### src/rtl/irq_latch.sv
// irq_latch: edge-latching interrupt front end with a 3-state CPU handshake.
// Optional mask register behind macro IRQ_LATCH_MASK_EN.
//
// Ports:
//   clk, rst   - system clock, synchronous active-high reset
//   req_n[7:0] - active-low request lines, bit 7 highest priority
//   mask_we    - mask write strobe (IRQ_LATCH_MASK_EN only)
//   mask_din   - mask write data   (IRQ_LATCH_MASK_EN only)
//   idx[2:0]   - index returned by the external priority encoder
//   ack        - CPU acknowledge level
//   pend_n     - active-low pending vector to the encoder
//   en_n       - active-low encoder enable
//   irq        - registered interrupt request
//   irq_vec    - registered source index, stable while irq=1
module irq_latch (
    input  logic       clk,
    input  logic       rst,
    input  logic [7:0] req_n,
`ifdef IRQ_LATCH_MASK_EN
    input  logic       mask_we,
    input  logic [7:0] mask_din,
`endif
    input  logic [2:0] idx,
    input  logic       ack,
    output logic [7:0] pend_n,
    output logic       en_n,
    output logic       irq,
    output logic [2:0] irq_vec
);

    typedef enum logic [1:0] {
        IDLE,
        WAIT_ACK,
        RELEASE
    } state_t;

    state_t     state;
    state_t     state_d;
    logic [7:0] req_q;
    logic [7:0] pend;
    logic [7:0] mask;
    logic [7:0] fall;
    logic [7:0] clr;
    logic [7:0] live;
    logic       irq_d;
    logic [2:0] vec_d;

`ifdef IRQ_LATCH_MASK_EN
    always_ff @(posedge clk) begin
        if (rst) begin
            mask <= 8'hFF;
        end else if (mask_we) begin
            mask <= mask_din;
        end
    end
`else
    assign mask = 8'hFF;
`endif

    // Masked bits keep latching; they are only hidden from the encoder.
    assign fall   = req_q & ~req_n;
    assign live   = pend & mask;
    assign pend_n = ~live;
    assign en_n   = ~|live;

    always_ff @(posedge clk) begin
        if (rst) begin
            req_q   <= 8'hFF;
            pend    <= 8'h00;
            state   <= IDLE;
            irq     <= 1'b0;
            irq_vec <= 3'd0;
        end else begin
            req_q   <= req_n;
            // A new edge on the bit being cleared wins.
            pend    <= (pend & ~clr) | fall;
            state   <= state_d;
            irq     <= irq_d;
            irq_vec <= vec_d;
        end
    end

    always_comb begin
        state_d = state;
        irq_d   = irq;
        vec_d   = irq_vec;
        clr     = 8'h00;
        unique case (state)
            IDLE: begin
                if (!en_n) begin
                    vec_d   = idx;
                    irq_d   = 1'b1;
                    state_d = WAIT_ACK;
                end
            end
            WAIT_ACK: begin
                if (ack) begin
                    clr     = 8'h01 << irq_vec;
                    irq_d   = 1'b0;
                    state_d = RELEASE;
                end
            end
            RELEASE: begin
                if (!ack) begin
                    state_d = IDLE;
                end
            end
            default: begin
                state_d = IDLE;
            end
        endcase
    end

endmodule

### config.mk
export PLATFORM = sky130hd
export DESIGN_NAME = irq_latch
export DESIGN_NICKNAME = d
export VERILOG_FILES = /design/src/rtl/irq_latch.sv
export SDC_FILE = /design/constraint.sdc
export NUM_CORES = 1
export LEC_CHECK = 0
export CAP_MARGIN = 25
export CELL_PAD_IN_SITES_DETAIL_PLACEMENT = 0
export CELL_PAD_IN_SITES_GLOBAL_PLACEMENT = 2
export CORE_MARGIN = 5
export CORE_UTILIZATION = 28
export DETAILED_ROUTE_END_ITERATION = 12
export PLACE_DENSITY_LB_ADDON = 0.1
export SLEW_MARGIN = 0
export SYNTH_ARGS = -nofsm -noshare
export SYNTH_HDL_FRONTEND = slang
export SYNTH_SLANG_ARGS = --single-unit
### constraint.sdc
create_clock -name clk -period 2 [get_ports clk]
set_input_delay 0.4 -clock clk [delete_from_list [all_inputs] [get_ports clk]]
set_output_delay 0.4 -clock clk [all_outputs]
set_load 0.1 [all_outputs]
==> results of run 1 <==
kinds of logic (layout without fill, tap and decap cells):
family / count (synthesis) / after routing / synth area share
buf+inv: 10 / 41 / 0.04342
compound gates: 20 / 20 / 0.1491
mux: 3 / 3 / 0.03473
simple gates: 34 / 34 / 0.2533
xor+xnor: 1 / 1 / 0.01013
flops: 22 / 22 / 0.5094
synth_stat cells:
master | count | share of area
or2_2 | 8 | 0.058
nor3b_1 | 1 | 0.0087
inv_1 | 8 | 0.035
mux2i_1 | 3 | 0.035
nand4bb_1 | 1 | 0.013
clkbuf_1 | 2 | 0.0087
a21oi_1 | 8 | 0.046
o21ai_0 | 6 | 0.035
xnor2_1 | 1 | 0.010
o21a_4 | 1 | 0.017
nand4b_1 | 1 | 0.010
nand2b_1 | 16 | 0.12
or4_4 | 2 | 0.026
nand2_1 | 2 | 0.0087
dfxtp_1 | 22 | 0.51
nor2_1 | 3 | 0.013
o311a_2 | 1 | 0.013
o21a_1 | 1 | 0.0087
o31ai_1 | 2 | 0.017
o21ba_1 | 1 | 0.012
per-stage QoR:
stage,area [sq um],std cells
6_report,1249,154
2_1_floorplan,872.1,90
5_1_grt,1249,154
3_5_place_dp,1186,149
3_3_place_gp,1186,149
4_1_cts,1239,153
critical path: stages (launching register included):
cell     delay [ns]
dfxtp_2        0.35
or4_4          0.58
nor2_4         0.12
buf_12         0.18
repair_timing:
item,CTS,global route
resized for setup,0,2
buffers inserted,0,1
setup endpoints to repair,0,1
report_power, final:
| group | internal (uW) | switching (uW) | leakage [uW] |
|---|---|---|---|
| Clock | 202 | 138 | 0.0000279 |
| Combinational | 124 | 231 | 0.000293 |
| Sequential | 473 | 31.2 | 0.000184 |
| Total | 799 | 400 | 0.000505 |
final cells by class:
type	instances	area, sq um
Fill cell	319	1754
Sequential cell	22	442.9
Multi-Input combinational cell	58	394.1
Timing Repair Buffer	29	287.8
Tap cell	33	41.29
Clock inverter	1	30.03
Inverter	8	30.03
Clock buffer	3	22.52
how the worst max path moves through the flow:
stage                        from  endpoint  slack (ns)  cells past startpoint
after detailed placement  live[2]      en_n        0.40                      3
after floorplan           live[2]      en_n        0.23                      2
final                     live[6]      en_n        0.06                      3
after CTS                 live[2]      en_n        0.03                      3
after global routing      live[6]      en_n       0.005                      3
after global placement    live[2]      en_n        0.41                      3
routing by layer:
layer  wire (um)  part of all wire  up-vias  track usage
li1            -                 -      361            -
met1         914              0.49      318       0.1193
met2         851              0.45       17       0.1593
met3          97             0.051        2      0.02393
met4          21             0.011        0      0.05440
met5           0                 0        -            0
sequential cells by signal, indices dropped and copies added (netlist names):
name     cells
live         8
irq_vec      3
irq          1
state        2
req_q        8
==> results.cfg, run 1 <==
[outcome]
outcome = completed

[cells_and_area]
final_core_util = 0.4158
most-common-layout-cells = dfxtp_1, nand2b_1, clkdlybuf4s50_1, buf_4
fin_nets = 136
final_common_cell = dfxtp_1
n_antenna_cell = 0
drive_above_1_share = 0.2893
area_delta_synth_final_pct = 44.43

[power_and_ir_drop]
irDropWorstVdd_mv = 0.3245
cellPowerDensity_nw_per_um2 = 960.8
p_leak_uw = 0.0005053
power.total_uw = 1200

[synth]
syn-cell-area_sq_um = 864.6
yosys_warnings = 0
ys_seq_area_frac = 0.5094
syn_inst = 90
avgSynthCellArea_sq_um = 9.606
synth_fp_nets = 104
netlist-cell-type-count = 20
ys_ff_latch = 22

[clocking]
cts.sinks = 22
cts_max_level = 1
cts_made_buffers = 3
cts_max_path_buffers = 2
clock_latency_ns = 0.31
cts_tree = done
cts_hold_buf = 0
clkTransAtPathRegs_ns = 0.13
clock-root-buffer = clkbuf_4

[sta]
fin_ws_ns = 0.06270
rsz0062_at_grt = no
fin_crit_sh = 0.9687
hold_violations = 0
skew_ns = 0.006360
hold_ws_ns = 0.4456
relSlewSlack = 0.7992
report.final.slew_viol_count = 0
worst_slew_pin_slew_ns = 0.3008
setup_viol = 0
fin_crit_ns = 1.937
max_freq_mhz = 516.2
tns_ns = 0

[critical_path]
cp_max_fo = 3
r2r-start = live[7]
rr_worst_depth = 4
crit_required_ns = 1.60
r2r-end = irq
cp.arrival_ns = 1.54
worstSetupPathType = reg2out
crit_path_end_kind = primary output
r2r_slack_ns = 0.44
worstSetupStartpointType = flop

[global_routing]
grt_max_degree = 24
grt_overflow = 0
grt_antenna_before_repair = 0
first_global_vias = 762
grt_use_total = 0.09864
grt_first_pass_wirelength_um = 3263

[worst_hold_path]
hold_depth = 2
min_from = req_q[6]
hold_path_class = reg2reg
min_to = live[6]

[placement]
portBuffers = 26
place_hpwl_um = 1437
preCtsSetupSlack_ns = 0.3977
routabilityCongestion = 0.6560

[detailed_routing]
ant_nets = 0
drtIter0Drc = 20
vias = 698
avgViaCountPerCell = 4.532
wire_per_inst_um = 12.23
drc = 0
routed_wl_um = 1884
drtPass1Iterations = 4

[floorplanning]
die_h_um = 65.57
die_x_um = 65.57
initial_core_util = 0.2879
fp-row-count = 20
coreArea_sq_um = 3003
dieArea_sq_um = 4299
ios = 27

[job]
maxCapViolCount = 0
Power figures use the tool's default switching activity.
==> run 2, diff against run 1 <==
CELL_PAD_IN_SITES_GLOBAL_PLACEMENT = 1   (was 2)
CORE_UTILIZATION = 35   (was 28)
==> results.cfg, run 2 (synthesis gave the netlist of run 1 again) <==
[outcome]
outcome = completed

[critical_path]
cp_max_fo = 3
cp.arrival_ns = 1.53
rr_worst_depth = 3
r2r-end = irq
crit_required_ns = 1.60
worstSetupPathType = reg2out
r2r_slack_ns = 0.56
worstSetupStartpointType = flop
crit_path_end_kind = primary output
r2r-start = live[2]
cp-endpoint = en_n
startpoint = live[2]

[sta]
fin_crit_ns = 1.933
hold_ws_ns = 0.4581
setup_viol = 0
tns_ns = 0
report.final.slew_viol_count = 0
worst_slew_pin_slew_ns = 0.2931
max_freq_mhz = 517.4
hold_violations = 0
skew_ns = 0.002444
fin_crit_sh = 0.9664
relSlewSlack = 0.8043
rsz0062_at_grt = no

[detailed_routing]
routed_wl_um = 1775
drtIter0Drc = 13
ant_nets = 0
avgViaCountPerCell = 4.691
vias = 699
drc = 0
wire_per_inst_um = 11.91
drtPass1Iterations = 4

[cells_and_area]
area_delta_synth_final_pct = 41.97
fin_cells = 149
final_area_sq_um = 1227
final_common_cell = dfxtp_1
fillerInstances = 241
n_antenna_cell = 0
most-common-layout-cells = dfxtp_1, nand2b_1, clkdlybuf4s50_1, buf_4
drive_above_1_share = 0.2605
fin_nets = 134

[clocking]
cts_tree = done
cts_max_path_buffers = 2
clock_latency_ns = 0.30
cts_resized = 0
cts.sinks = 22
postCtsSetupRepairBufs = 0
clkTransAtPathRegs_ns = 0.12
clock-root-buffer = clkbuf_4
cts_hold_buf = 0
cts_made_buffers = 3
cts_max_level = 1

[power_and_ir_drop]
irDropWorstVdd_mv = 0.4021
cellPowerDensity_nw_per_um2 = 967.9
p_leak_uw = 0.0004955

[placement]
portBuffers = 26
routabilityCongestion = 0.6357
dpl_cell_area_sq_um = 1175
placed_cells = 145
place_hpwl_um = 1353

[global_routing]
first_global_vias = 700
grt_overflow = 0
grt_first_pass_wirelength_um = 2939
grt_use_total = 0.1109
grt_antenna_before_repair = 0
grt_max_degree = 26

[floorplanning]
fp-row-count = 18
ios = 27
coreArea_sq_um = 2410
initial_core_util = 0.3588
die_h_um = 59.70
die_x_um = 59.70
dieArea_sq_um = 3564

[job]
maxCapViolCount = 0

[worst_hold_path]
hold_path_class = reg2reg
-- run 2: cell type report --
| cell class | instances | area [sq um] | share of cell area |
|---|---|---|---|
| multi-input combinational | 58 | 394.1 | 0.3211 |
| inverter | 8 | 30.03 | 0.02446 |
| clock inverter | 1 | 30.03 | 0.02446 |
| timing repair buffer | 27 | 272.8 | 0.2222 |
| clock buffer | 3 | 22.52 | 0.01835 |
| sequential | 22 | 440.4 | 0.3588 |
| tap | 30 | 37.54 | 0.03058 |
-- run 2: per-layer routing --
| metal | up-vias | GRT usage | wire [um] |
|---|---|---|---|
| li1 | 356 | - | - |
| met1 | 324 | 0.1283 | 768 |
| met2 | 17 | 0.1867 | 878 |
| met3 | 2 | 0.02160 | 108 |
| met4 | 0 | 0.06646 | 20 |
| met5 | - | 0 | 0 |
-- run 2: worst min path at each step --
stage                     slack (ns)      from      end  cells after the start
after floorplan                 0.43  req_q[0]  live[0]                      2
after global placement          0.44  req_q[3]  live[3]                      2
after detailed placement        0.44  req_q[3]  live[3]                      2
after CTS                       0.46  req_q[3]  live[3]                      2
after global routing            0.49  req_q[1]  live[1]                      2
final                           0.46  req_q[6]  live[6]                      2
-- run 2: critical path, stage by stage, from the launching register on --
cell     delay, ns
dfxtp_1       0.34
or4_4         0.57
nor2_4        0.14
buf_12        0.18
-- run 2: metrics by stage --
stage	utilization	setup slack, ns	power [uW]
3_5_place_dp	0.4875	0.4104	866.4
3_3_place_gp	0.4875	0.4127	863.0
6_report	0.5093	0.06722	1188
4_1_cts	0.5093	0.04553	1206
2_1_floorplan	-	0.2296	761.4
5_1_grt	0.5093	0.01187	1245
-- run 2: power by group --
group / switching (uW) / total, uW / internal (uW)
Sequential: 30.7 / 503 / 473
Clock: 133 / 336 / 202
Combinational: 229 / 349 / 120
==> run 3, diff against run 2 <==
ABC_AREA = 1   (was default)
CORE_UTILIZATION = 31   (was 35)
SKIP_CTS_REPAIR_TIMING = 1   (was default)
clock period = 2.2 ns   (was 2 ns; I/O delays follow)
==> results.cfg, run 3 <==
[outcome]
outcome = completed

[detailed_routing]
vias = 814
routed_wl_um = 1812
wire_per_inst_um = 9.487
avgViaCountPerCell = 4.262
drtIter0Drc = 18
drc = 0
ant_nets = 0
drtPass1Iterations = 4

[synth]
netlist-cell-type-count = 11
synth_edf_count = 0
synth-simple-area-share = 0.3796
avgSynthCellArea_sq_um = 6.967
synth_compound_area_frac = 0.01633
synth_common_cells = nand2_1, inv_1, dfxtp_1
synth-main-ff-cell = dfxtp_1
synth_top_area_cell = dfxtp_1
synthAdderAreaFrac = 0
synth.most_common_cell = nand2_1
syn_inst = 132
yosys_warnings = 0
yosys-top-cells-area = dfxtp_1, nand2_1, nand3_1
muxShareOfSynthArea = 0
ys_seq_area_frac = 0.4789
synth_top_family_by_area = simple AND/OR/NAND/NOR gates
synth_xor_area_frac = 0
synth_top_area_frac = 0.4789
synth_fp_nets = 146
syn-cell-area_sq_um = 919.6
ys_ff_latch = 22
async_flop_share = 0

[power_and_ir_drop]
irDropWorstVdd_mv = 0.4746
cellPowerDensity_nw_per_um2 = 861.9
p_leak_uw = 0.0006301

[placement]
routabilityCongestion = 0.7288
placed_cells = 187
place_hpwl_um = 1454
dpl_cell_area_sq_um = 1191
portBuffers = 26

[worst_hold_path]
hold_depth = 2
hold_path_class = reg2reg

[clocking]
cts_max_level = 1
cts_made_buffers = 3
clock-root-buffer = clkbuf_4
clock_latency_ns = 0.30
cts_max_path_buffers = 2
cts_tree = done
clkTransAtPathRegs_ns = 0.12
cts.sinks = 22

[sta]
fin_crit_sh = 0.7752
max_freq_mhz = 586.3
tns_ns = 0
hold_violations = 0
worst_slew_pin_slew_ns = 0.4318
fin_crit_ns = 1.706
setup_viol = 0
report.final.slew_viol_count = 0
skew_ns = 0.003051
relSlewSlack = 0.7117
rsz0062_at_grt = no

[critical_path]
cp_slowest_cell = dfxtp_1
crit_path_end_kind = primary output
cp_max_fo = 3
cp.arrival_ns = 1.27
crit_required_ns = 1.76
worstSetupStartpointType = flop
worstSetupPathType = reg2out
rr_worst_depth = 6
slowest_delay_ns = 0.34
crit_chain = nor2_1 > nand2_1 > nor2_2 > buf_12

[cells_and_area]
drive_above_1_share = 0.1625
final_common_cell = nand2_1
fin_cells = 191
area_delta_synth_final_pct = 33.47
n_antenna_cell = 0
fin_nets = 175
final_core_util = 0.4376
most-common-layout-cells = nand2_1, inv_1, dfxtp_1, nand3_1, nor2_1
final_area_sq_um = 1227

[floorplanning]
dieArea_sq_um = 4156
die_h_um = 64.47
initial_core_util = 0.3278
ios = 27
coreArea_sq_um = 2805
die_x_um = 64.47
fp-row-count = 19

[global_routing]
grt.busiest_layer = met2
grt_overflow = 0
grt_use_met3 = 0.04836
first_global_vias = 797
grt_use_total = 0.09736
use_met1 = 0.1106
grt_antenna_before_repair = 0
grt_first_pass_wirelength_um = 3201
gr-usage-met2 = 0.1598
grt_max_degree = 28

[job]
maxCapViolCount = 0
## run 3: final timing paths
check / from / end / slack, ns
max: live[2] / en_n / 0.49
min: req_q[5] / live[5] / 0.46
max reg2reg: live[2] / irq_vec[1] / 1.15
min reg2reg: req_q[5] / live[5] / 0.46
## run 3: routing by layer
layer / up-vias / wire length [um]
li1: 447 / -
met1: 347 / 870
met2: 18 / 800
met3: 2 / 123
met4: 0 / 18
met5: - / 0
## run 3: kinds of logic after synthesis
kind of cell / count (synthesis)
buffers and inverters: 30
flip-flops: 22
AND/OR/NAND/NOR: 77
AO/OA/AOI/OAI: 3
## run 3: report_power, final
| group | switching [uW] | internal, uW | total [uW] | leakage (uW) |
|---|---|---|---|---|
| Sequential | 28.1 | 435 | 463 | 0.000184 |
| Clock | 119 | 101 | 220 | 0.0000210 |
| Combinational | 278 | 95.8 | 374 | 0.000425 |
## run 3: final cells by class
type                    instances  area, sq um
clock buffers                   4        36.28
fillers                       326         1578
inverters                      28        105.1
multi-input cells              80        366.6
flip-flops and latches         22        440.4
well taps                      31        38.79
repair buffers                 26        240.2
## run 3: critical path: cells and delay by family, from the launching register on
family / cells / cell delay, ns
flops: 1 / 0.34
simple gates: 3 / 0.41
buf+inv: 1 / 0.20
## run 3: per-stage QoR
stage	total power, uW	setup slack (ns)	hold WS, ns
floorplan	760.0	0.4502	0.4325
global placement	847.8	0.6648	0.4357
detailed placement	851.8	0.6453	0.4414
CTS	1074	0.4602	0.4592
global route	1120	0.3851	0.4759
finish	1058	0.4945	0.4561
